`src/rtl/cgra_power_sequencer.sv`:
```
// CGRA power sequencer: orders clock gate, isolation, reset, power switch
// and retention through power-down and power-up with a switch handshake.
module cgra_power_sequencer #(
   parameter int CLK_CYCLES  = 4,
   parameter int ISO_CYCLES  = 4,
   parameter int RST_CYCLES  = 8,
   parameter int ACK_TIMEOUT = 255
) (
   input  logic       clk_i,
   input  logic       rst_ni,
   input  logic       pwr_down_req_i,
   input  logic       pwr_up_req_i,
   input  logic       retain_i,
   input  logic       cgra_busy_i,
   input  logic       switch_ack_ni,
   output logic       clkgate_en_no,
   output logic       powergate_switch_no,
   output logic       powergate_iso_no,
   output logic       rst_no,
   output logic       ram_retentive_no,
   output logic [3:0] state_o,
   output logic       busy_o,
   output logic       done_o,
   output logic       error_o
);

   localparam int CR_CYCLES = (CLK_CYCLES > RST_CYCLES) ? CLK_CYCLES : RST_CYCLES;
   localparam int MAX_A = (CR_CYCLES > ISO_CYCLES) ? CR_CYCLES : ISO_CYCLES;
   localparam int MAX_P = (MAX_A > ACK_TIMEOUT) ? MAX_A : ACK_TIMEOUT;
   localparam int CW = (MAX_P < 1) ? 1 : $clog2(MAX_P + 1);

   localparam logic [CW-1:0] L_CLK = CW'(CLK_CYCLES);
   localparam logic [CW-1:0] L_ISO = CW'(ISO_CYCLES);
   localparam logic [CW-1:0] L_CR  = CW'(CR_CYCLES);
   localparam logic [CW-1:0] L_ACK = CW'(ACK_TIMEOUT);

   typedef enum logic [3:0] {
      S_ON      = 4'd0,
      S_DRAIN   = 4'd1,
      S_CLK_OFF = 4'd2,
      S_ISO_ON  = 4'd3,
      S_RST_ON  = 4'd4,
      S_SW_OFF  = 4'd5,
      S_OFF     = 4'd6,
      S_SW_ON   = 4'd7,
      S_CLK_ON  = 4'd8,
      S_RST_OFF = 4'd9,
      S_ISO_OFF = 4'd10
   } state_t;

   state_t        state_q, state_d;
   logic [CW-1:0] cnt_q, cnt_d;
   logic          ret_q, ret_d;
   logic          err_d;
   logic          clk_d, sw_d, iso_d, rst_d, ram_d;
   logic          busy_d, done_d;

   // Next-state, counter, retention latch and error flag.
   always_comb begin
      state_d = state_q;
      cnt_d   = (cnt_q != '0) ? cnt_q - 1'b1 : cnt_q;
      ret_d   = ret_q;
      err_d   = error_o;
      case (state_q)
         S_ON: begin
            if (pwr_down_req_i) begin
               ret_d   = retain_i;
               err_d   = 1'b0;
               state_d = S_DRAIN;
            end
         end
         S_DRAIN: begin
            if (pwr_up_req_i) begin
               state_d = S_ON;
            end else if (!cgra_busy_i) begin
               state_d = S_CLK_OFF;
               cnt_d   = L_CLK;
            end
         end
         S_CLK_OFF: begin
            if (cnt_q == '0) begin
               state_d = S_ISO_ON;
               cnt_d   = L_ISO;
            end
         end
         S_ISO_ON: begin
            if (cnt_q == '0) state_d = S_RST_ON;
         end
         S_RST_ON: begin
            state_d = S_SW_OFF;
            cnt_d   = L_ACK;
         end
         S_SW_OFF: begin
            if (switch_ack_ni) begin
               state_d = S_OFF;
            end else if (cnt_q == '0) begin
               err_d   = 1'b1;
               state_d = S_OFF;
            end
         end
         S_OFF: begin
            if (pwr_up_req_i) begin
               err_d   = 1'b0;
               state_d = S_SW_ON;
               cnt_d   = L_ACK;
            end
         end
         S_SW_ON: begin
            if (!switch_ack_ni) begin
               state_d = S_CLK_ON;
               cnt_d   = L_CR;
            end else if (cnt_q == '0) begin
               err_d   = 1'b1;
               state_d = S_CLK_ON;
               cnt_d   = L_CR;
            end
         end
         S_CLK_ON: begin
            if (cnt_q == '0) begin
               state_d = S_RST_OFF;
               cnt_d   = L_ISO;
            end
         end
         S_RST_OFF: begin
            if (cnt_q == '0) state_d = S_ISO_OFF;
         end
         S_ISO_OFF: begin
            state_d = S_ON;
         end
         default: begin
            state_d = S_ON;
         end
      endcase
   end

   // Output values for the state being entered, so they register with it.
   always_comb begin
      clk_d = 1'b0;
      sw_d  = 1'b0;
      iso_d = 1'b1;
      rst_d = 1'b1;
      ram_d = 1'b1;
      case (state_d)
         S_CLK_OFF: begin
            clk_d = 1'b1;
         end
         S_ISO_ON: begin
            clk_d = 1'b1;
            iso_d = 1'b0;
         end
         S_RST_ON: begin
            clk_d = 1'b1;
            iso_d = 1'b0;
            rst_d = 1'b0;
         end
         S_SW_OFF, S_OFF: begin
            clk_d = 1'b1;
            sw_d  = 1'b1;
            iso_d = 1'b0;
            rst_d = 1'b0;
            ram_d = ~ret_d;
         end
         S_SW_ON: begin
            clk_d = 1'b1;
            iso_d = 1'b0;
            rst_d = 1'b0;
            ram_d = ~ret_d;
         end
         S_CLK_ON: begin
            iso_d = 1'b0;
            rst_d = 1'b0;
         end
         S_RST_OFF: begin
            iso_d = 1'b0;
         end
         default: begin
            clk_d = 1'b0;
         end
      endcase
      busy_d = (state_d != S_ON) && (state_d != S_OFF);
      done_d = ((state_d == S_ON) && (state_q == S_ISO_OFF)) ||
               ((state_d == S_OFF) && (state_q == S_SW_OFF));
   end

   // State, counter and registered outputs.
   always_ff @(posedge clk_i or negedge rst_ni) begin
      if (!rst_ni) begin
         state_q             <= S_ON;
         cnt_q               <= '0;
         ret_q               <= 1'b0;
         error_o             <= 1'b0;
         clkgate_en_no       <= 1'b0;
         powergate_switch_no <= 1'b0;
         powergate_iso_no    <= 1'b1;
         rst_no              <= 1'b1;
         ram_retentive_no    <= 1'b1;
         busy_o              <= 1'b0;
         done_o              <= 1'b0;
      end else begin
         state_q             <= state_d;
         cnt_q               <= cnt_d;
         ret_q               <= ret_d;
         error_o             <= err_d;
         clkgate_en_no       <= clk_d;
         powergate_switch_no <= sw_d;
         powergate_iso_no    <= iso_d;
         rst_no              <= rst_d;
         ram_retentive_no    <= ram_d;
         busy_o              <= busy_d;
         done_o              <= done_d;
      end
   end

   assign state_o = state_q;

endmodule

```
`config.mk`:
```
export PLATFORM = sky130hd
export DESIGN_NAME = cgra_power_sequencer
export DESIGN_NICKNAME = d
export VERILOG_FILES = /design/src/rtl/cgra_power_sequencer.sv
export SDC_FILE = /design/constraint.sdc
export NUM_CORES = 1
export LEC_CHECK = 0
export ABC_AREA = 0
export BUFFER_PORTS_ARGS = -buffer_cell sky130_fd_sc_hd__buf_4
export CAP_MARGIN = 20
export CORE_MARGIN = 5
export CORE_UTILIZATION = 61
export CTS_CLUSTER_DIAMETER = 100
export DETAILED_ROUTE_END_ITERATION = 10
export HOLD_SLACK_MARGIN = 0.12
export PLACE_DENSITY = 0.9
export SKIP_CTS_REPAIR_TIMING = 1
export SKIP_LAST_GASP = 1
export SYNTH_ARGS = -nofsm -noshare
export SYNTH_HDL_FRONTEND = slang
export SYNTH_SLANG_ARGS = --single-unit
```
`constraint.sdc`:
```
create_clock -name clk_i -period 3 [get_ports clk_i]
set_input_delay 0.3 -clock clk_i [delete_from_list [all_inputs] [get_ports clk_i]]
set_output_delay 0.3 -clock clk_i [all_outputs]
set_load 0.05 [all_outputs]
```
==> results, run 1 <==
- The flow ran to the end, and the final reports show no timing, DRC or antenna violations.
- In this run the cell area of the synthesized design comes to 1430 um2.
- 0 antenna diodes ended up in the layout.
- The critical path goes through inv_1, ha_1, nor4b_2, and2_1, nor3_2, a211oi_4, inv_2, nor3_2, o21bai_1.
- The die outline area is 3410 um2.
- The layout has 159 filler cells.
- The final route contains 1256 vias.
- TritonCTS built the clock tree.
- The post-synthesis instance total is 154.
- The violation count after the first detailed-routing iteration is 57.
- For the pin with the worst max-slew slack, the measured transition is 708 ps.
- The number of hold violations in the final report is 0.
- The count of max-cap constraint violations is 0.
- The count of pins over their slew limit is 0.
- From left edge to right edge, the die measures 58.4 um.
- For the final database, setup skew stands at 3.18 ps.
- Using the TritonRoute via totals, the vias-per-cell ratio works out to 6.44.
- At the later pin of the worst-skew pair, clock insertion delay measures 300 ps.
- The y dimension of the die is 58.4 um.
- The remaining antenna violation count after routing is 0.
- The largest fanout on the critical path is 10.
- In the routed design, unresolved DRC markers number 0.
- The number of top-level pins is 19.
- The completed layout was analyzed and its total power is 2.01 mW.
- The number of global-route vias before repair was 1173.
- The setup slack after layout is 644 ps.
- The total area inside the core boundary comes to 2230 um2.
- For this design the ratio of total power to cell area is 1280 nW/um2.
- For this run, the slowest stage of the critical path takes 530 ps.
- After detailed routing, the average wire length per cell comes to 15.7 um.
- The most critical setup path has its startpoint at cnt_q[0]$_DFF_PN0_.
- Among all flip-flop cells after synthesis, the most frequent one is dfrtp_1.
- The part of the Yosys area used for sequential elements is 0.371.
- In this run the mean area of a mapped cell was 9.27 um2.
- Subtracting the final worst setup slack from the clock period gives 2360 ps.
- The cell at the root of the clock tree is clkbuf_4.
- In the final layout, the share of cells above drive strength 1 is 0.263.
- The signed area change from the synthesized netlist to the final layout is 10.3%.
- The worst setup path category is reg2reg.
- Among the stages of the critical path, the cell type that occurs most often is nor3_2.
- The floorplan has 17 rows.
- The number of nets in the final layout is 177.
- The final HPWL from detailed placement is 2270 um.
- The worst register-to-register path has a depth of 9.
- After synthesis the netlist holds a flip-flop and latch count of 21.
- The number of synthesis warnings is 0.
- Setup violations remaining at the end of the flow were counted as 0.
- The tightest slew margin relative to the limit is 0.523.
- The number of distinct library cells after synthesis is 57.
- The number of buffers and inverters on the critical path is 2.
- The total of buffers placed on input and output ports is 18.
- The wire length reported by the detailed router is 3060 um.
- At the placement stage, the worst setup path has a slack of 630 ps.
- IR analysis of the VDD net gives a maximum drop of 1.13 mV.
- After global routing the overflow that remains totals 0.
- The leakage component of the power is 0.643 nW.
- The data arrival time of the critical path is 2560 ps.
- The first-pass iteration count of the detailed router is 5.
- The initial utilization of the core area, before any placement, comes to 0.639.
- The share of synthesized area in the top cell type comes to 0.316.
- Data on the critical path is required at its endpoint by 3200 ps.
- The min-delay analysis places its worst path in the category in2reg.
- The placer's final routability congestion estimate is 0.890.
- The total negative slack for setup checks is 0 ps.
- The synthesized net count is 163.
- The number of antenna violations at the first check in global routing was 0.
- The kind of cell with the highest combined delay along the critical path is simple AND/OR/NAND/NOR gates.
- The all-layer global routing usage is 0.203.
- Setup repair after global routing left no endpoint under its margin.
- The critical path ends at busy_o$_DFF_PN0_.
- STA classifies the critical path startpoint as a flop.
- Of the available clock period, the critical path in the final layout requires 0.785.
- STA classifies the critical path endpoint as a flop.
- After clock tree synthesis, the clock-pin slew on the worst setup and hold paths is 110 ps.
- The critical path runs through a total of 9 cells.
- The worst hold path begins at retain_i.
- Sorting the synthesized cells by area gives the leading types as dfrtp_1 (32%), dfstp_2 (5.5%), a21oi_1 (4.2%).
- The source of the worst register-to-register timing path is cnt_q[0]$_DFF_PN0_.
- The number of synthesized flops with an enable pin is 0.
- The H-tree depth reported by CTS is 1.
- The clock passes through at most 2 buffers.
- Entering global routing, the biggest net connects 22 pins.
- dfrtp_1 takes more of the synthesized area than any other cell.
- For flop-to-flop paths, the worst setup slack is 640 ps.
- The capturing point of the worst reg2reg path is busy_o$_DFF_PN0_.
- The clock drives 21 sinks.
- The number of cells on the worst hold path is 2.
- The total CTS buffers is 3.
- The maximum operating frequency is 0.424 GHz.
- The slowest cell on the critical path is and2_1.
- The worst hold slack is 264 ps.
- The fraction of registers with async set/reset is 1.00.
- The first global-routing pass estimated 5400 um of wire.
## sequential cells by signal (all words and copies together), names as in the netlist
signal and cells:
state_o 4, error_o 1, busy_o 1, powergate_iso_no 1, clkgate_en_no 1, ret_q 1
powergate_switch_no 1, rst_no 1, ram_retentive_no 1, cnt_q 8, done_o 1
## layout make-up
class | instances | area [um2] | area share
clock inverter | 1 | 5.00 | 0.00318
clock buffer | 3 | 22.5 | 0.0143
multi-input combinational | 112 | 783 | 0.498
inverter | 11 | 53.8 | 0.0342
sequential | 21 | 529 | 0.336
tap | 28 | 35.0 | 0.0223
timing repair buffer | 19 | 145 | 0.0922
## synthesized netlist by cell type (all sizes together), types with 3 or more instances
cell	number
a31oi	3
nor3	10
xnor2	6
clkbuf	3
buf	7
dfstp	3
nor2	16
a21oi	12
dfrtp	18
nand2b	5
o21ai	7
nand2	7
inv	11
## kinds of logic (layout without fill, tap and decap cells)
group,count (synthesis),after routing,share of synthesized area
multiplexers,2,2,0.0158
XOR/XNOR,7,7,0.0429
flip-flops,21,21,0.371
AO/OA/AOI/OAI,47,47,0.251
buffers and inverters,21,34,0.0806
adder cells (fa/ha/maj),2,2,0.0175
AND/OR/NAND/NOR,54,54,0.222
## routing by layer
| metal | routed length, um | GRT usage | part of all wire | vias to the layer above |
|---|---|---|---|---|
| met4 | 69 | 0.0596 | 0.023 | 0 |
| met3 | 230 | 0.0329 | 0.075 | 11 |
| li1 | - | - | - | 587 |
| met2 | 1530 | 0.337 | 0.50 | 60 |
| met5 | 0 | 0 | 0 | - |
| met1 | 1230 | 0.274 | 0.40 | 598 |
## cell usage in the layout, fill, tap and decap left out, types with 3 or more instances in the layout
cell and instances:
dfrtp_1 18, buf_4 18, nor2_1 15, a21oi_1 12, nor3_1 8, inv_1 8
nand2_1 7, o21ai_0 7, xnor2_1 6, nand2b_1 5, a31oi_1 3, clkbuf_4 3
dfstp_2 3
## where the power goes
part | internal, mW | switching [mW]
logic | 0.503 | 0.764
clock network | 0.0498 | 0.0850
registers | 0.421 | 0.189
total | 0.973 | 1.04
## how the worst min path moves through the flow
| stage | to |
|---|---|
| 2_1_floorplan | busy_o$_DFF_PN0_ |
| 3_3_place_gp | cnt_q[2]$_DFF_PN0_ |
| 3_5_place_dp | cnt_q[0]$_DFF_PN0_ |
| 4_1_cts | cnt_q[4]$_DFF_PN0_ |
| 5_1_grt | ret_q$_DFF_PN0_ |
| 6_report | ret_q$_DFF_PN0_ |
## worst reg2reg max path, stage by stage, from the launching register on
cell and delay (ps):
dfrtp_1 410, inv_1 90, ha_1 200, nor4b_2 220
and2_1 530, nor3_2 130, a211oi_4 250, inv_2 130
nor3_2 210, o21bai_1 100
## per-stage QoR
step                 util  instances  cell area, um2
floorplan               -        154            1430
global placement    0.688        190            1540
detailed placement  0.688        190            1540
CTS                 0.700        194            1560
global route        0.705        195            1570
finish              0.705        195            1570
Power figures use the tool's default switching activity.
==> inputs of run 2 (changes only) <==
--- a/config.mk
+++ b/config.mk
@@ -9,11 +9,11 @@
 export BUFFER_PORTS_ARGS = -buffer_cell sky130_fd_sc_hd__buf_4
 export CAP_MARGIN = 20
 export CORE_MARGIN = 5
-export CORE_UTILIZATION = 61
+export CORE_UTILIZATION = 57
 export CTS_CLUSTER_DIAMETER = 100
 export DETAILED_ROUTE_END_ITERATION = 10
 export HOLD_SLACK_MARGIN = 0.12
-export PLACE_DENSITY = 0.9
+export PLACE_DENSITY = 0.85
 export SKIP_CTS_REPAIR_TIMING = 1
 export SKIP_LAST_GASP = 1
 export SYNTH_ARGS = -nofsm -noshare
==> constraint.sdc (replaced) <==
create_clock -name clk_i -period 2.4 [get_ports clk_i]
set_input_delay 0.24 -clock clk_i [delete_from_list [all_inputs] [get_ports clk_i]]
set_output_delay 0.24 -clock clk_i [all_outputs]
set_load 0.05 [all_outputs]
==> run 2 against run 1 <==
Non-clock buffer count grew 4. Global-route usage shrank 0.36 points. Critical path depth is the same. Fmax grew 9.4%. Wire length grew 2.3%. Setup slack lost 400 ps.
==> results, run 2 (synthesis gave the netlist of run 1 again) <==
- In this run the clock root is driven by a clkbuf_4.
- The largest fanout on the critical path is 10.
- The share of layout cells above drive strength 1 is 0.281.
- The fraction of the core area covered by cells at the end of the flow is 0.660.
- The number of top-level pins is 19.
- Setup repair after global routing left no endpoint under its margin.
- The placement-stage cell area is 1570 um2.
- Counting stages on the worst path, the most repeated cell is o21ai_0.
- The number of antenna violations at the first check in global routing was 0.
- The number of global-route vias before repair is 1267.
- The dominant delay contributor by cell family on the critical path is compound AO/OA/AOI/OAI gates.
- The number of cell rows is 18.
- The total negative slack for setup checks is 0 ps.
- In the routed design, unresolved DRC markers number 0.
- The number of clock buffers added by TritonCTS is 3.
- The worst clock skew is 10.8 ps.
- The register with the most flip-flops in the layout has 8 of them.
- The final HPWL from detailed placement is 2300 um.
- The number of hold violations in the final report came to 0.
- The overflow left after global routing is 0.
- The largest single stage delay on the critical path is 390 ps.
- STA classifies the critical path startpoint as a flop.
- The initial core utilization is 0.587.
- After detailed routing, the number of vias per cell comes to 6.12.
- For this design the static power due to leakage is 0.663 nW.
- The final number of setup-violating endpoints is 0.
- In this run the number of cells on the critical path is 9.
- The number of buffers and inverters on the critical path is 2.
- Static timing analysis puts the maximum clock frequency at 0.464 GHz.
- Routability-driven placement finished with a final weighted congestion of 0.864.
- Clock-pin slew was measured on the worst setup and hold paths at 130 ps.
- The endpoint kind of the worst setup timing path is a flop.
- The run finished with clean final reports.
- The width of the chip is 60.0 um.
- The capturing point of the worst reg2reg path is busy_o$_DFF_PN0_.
- The number of antenna diodes in the final layout is 0.
- In the finished design, the share of the clock period the worst path needs comes to 0.897.
- The worst setup path category is reg2reg.
- The worst register-to-register path begins at cnt_q[0]$_DFF_PN0_.
- The slack of the worst reg-to-reg path is 250 ps.
- The count of pins over their slew limit was 0.
- The number of nets in the final layout is 181.
- The slowest cell on the critical path is dfrtp_1.
- The summed area of non-filler cells in the final layout is 1610 um2.
- Power spread over the standard cell area amounts to 1590 nW/um2.
- The routed layout has 1231 vias.
- At the pin with the least slew margin, the transition time is 687 ps.
- For this run, the detailed router's first-pass iteration total came to 4.
- Headroom to the max-slew limit came out at 0.537.
- The wire length reported by the detailed router is 3130 um.
- From synthesis to final layout, the design area changed by 12.5%.
- The timing startpoint of the critical path is cnt_q[0]$_DFF_PN0_.
- The maximum VDD drop is 1.58 mV.
- The clock latency of the later-clocked register in the worst-skew pair is 300 ps.
- The first global-routing pass estimated 5580 um of wire.
- The y dimension of the die is 60.0 um.
- The die outline area is 3610 um2.
- The required time of the critical path is 2610 ps.
- cnt_q holds more flip-flops than any other register.
- The post-route minimum period is 2150 ps.
- For the worst flop-to-flop path, the logic depth is 9.
- Across the run, the number of max-cap violations was 0.
- The violation count after the first detailed-routing iteration is 38.
- The total power is 2.56 mW.
- Entering global routing, the biggest net connects 22 pins.
- For this run, the total global-route usage over all layers was measured as 0.200.
- TritonCTS built the clock tree.
- Once detail routing completed, the nets flagged for antenna violations numbered 0.
- The total of buffers placed on input and output ports is 18.
- The number of sinks driven by the clock tree is 21.
- The clock passes through at most 2 buffers.
- The H-tree depth reported by CTS is 1.
- In this run the worst hold path is classified as in2reg.
- Data on the critical path arrives at its endpoint at 2360 ps.
- Leaving out fill and tap cells, the most frequent cells in the layout are buf_4 (22), dfrtp_1 (18), nor2_1 (15).
- The most critical setup path has its endpoint at busy_o$_DFF_PN0_.
- The core area is 2430 um2.
- The signal on the critical path passes through inv_1, ha_1, nor4b_2, and2_1, buf_4, o21ai_0, o21ai_0, nor3_2, o21bai_1.
- In the final routed layout, each cell accounts on average for 15.6 um.
- The most common cell after layout, fill and taps aside is buf_4.
==> run 2: cell count changes in the layout (fill, tap and decap cells not counted), sizes merged <==
| cell | delta |
|---|---|
| buf | +4 |
==> run 2: cell type report <==
class,instances,area [um2]
Fill cell,196,826
Tap cell,30,37.5
Multi-Input combinational cell,112,783
Timing Repair Buffer,23,175
Sequential cell,21,529
Clock buffer,3,22.5
Inverter,11,53.8
Clock inverter,1,5.00
==> run 2: worst min path at each step <==
stage,startpoint,to,slack (ps),depth (start not counted)
6_report,retain_i,ret_q$_DFF_PN0_,210,2
3_5_place_dp,rst_ni,cnt_q[6]$_DFF_PN0_,140,1
4_1_cts,rst_ni,cnt_q[6]$_DFF_PN0_,-200,1
3_3_place_gp,rst_ni,cnt_q[2]$_DFF_PN0_,140,1
5_1_grt,retain_i,ret_q$_DFF_PN0_,200,2
2_1_floorplan,rst_ni,busy_o$_DFF_PN0_,-60,0
==> run 2: per-layer routing <==
metal,routed length [um],track usage
met5,0,0
met4,50,0.0665
met3,181,0.0259
met2,1620,0.346
met1,1280,0.255
==> run 2: power by group <==
group	internal, mW	leakage [nW]	switching [mW]
clock	0.0620	0.0177	0.113
sequential	0.528	0.239	0.158
combinational	0.660	0.406	1.04
==> run 2: per-stage QoR <==
stage	hold slack, ps	cells	setup WS [ps]
after floorplan	-55.6	154	413
after global placement	140	196	375
after detailed placement	142	196	259
after CTS	-200	200	253
after global routing	204	201	68.8
final	207	201	247
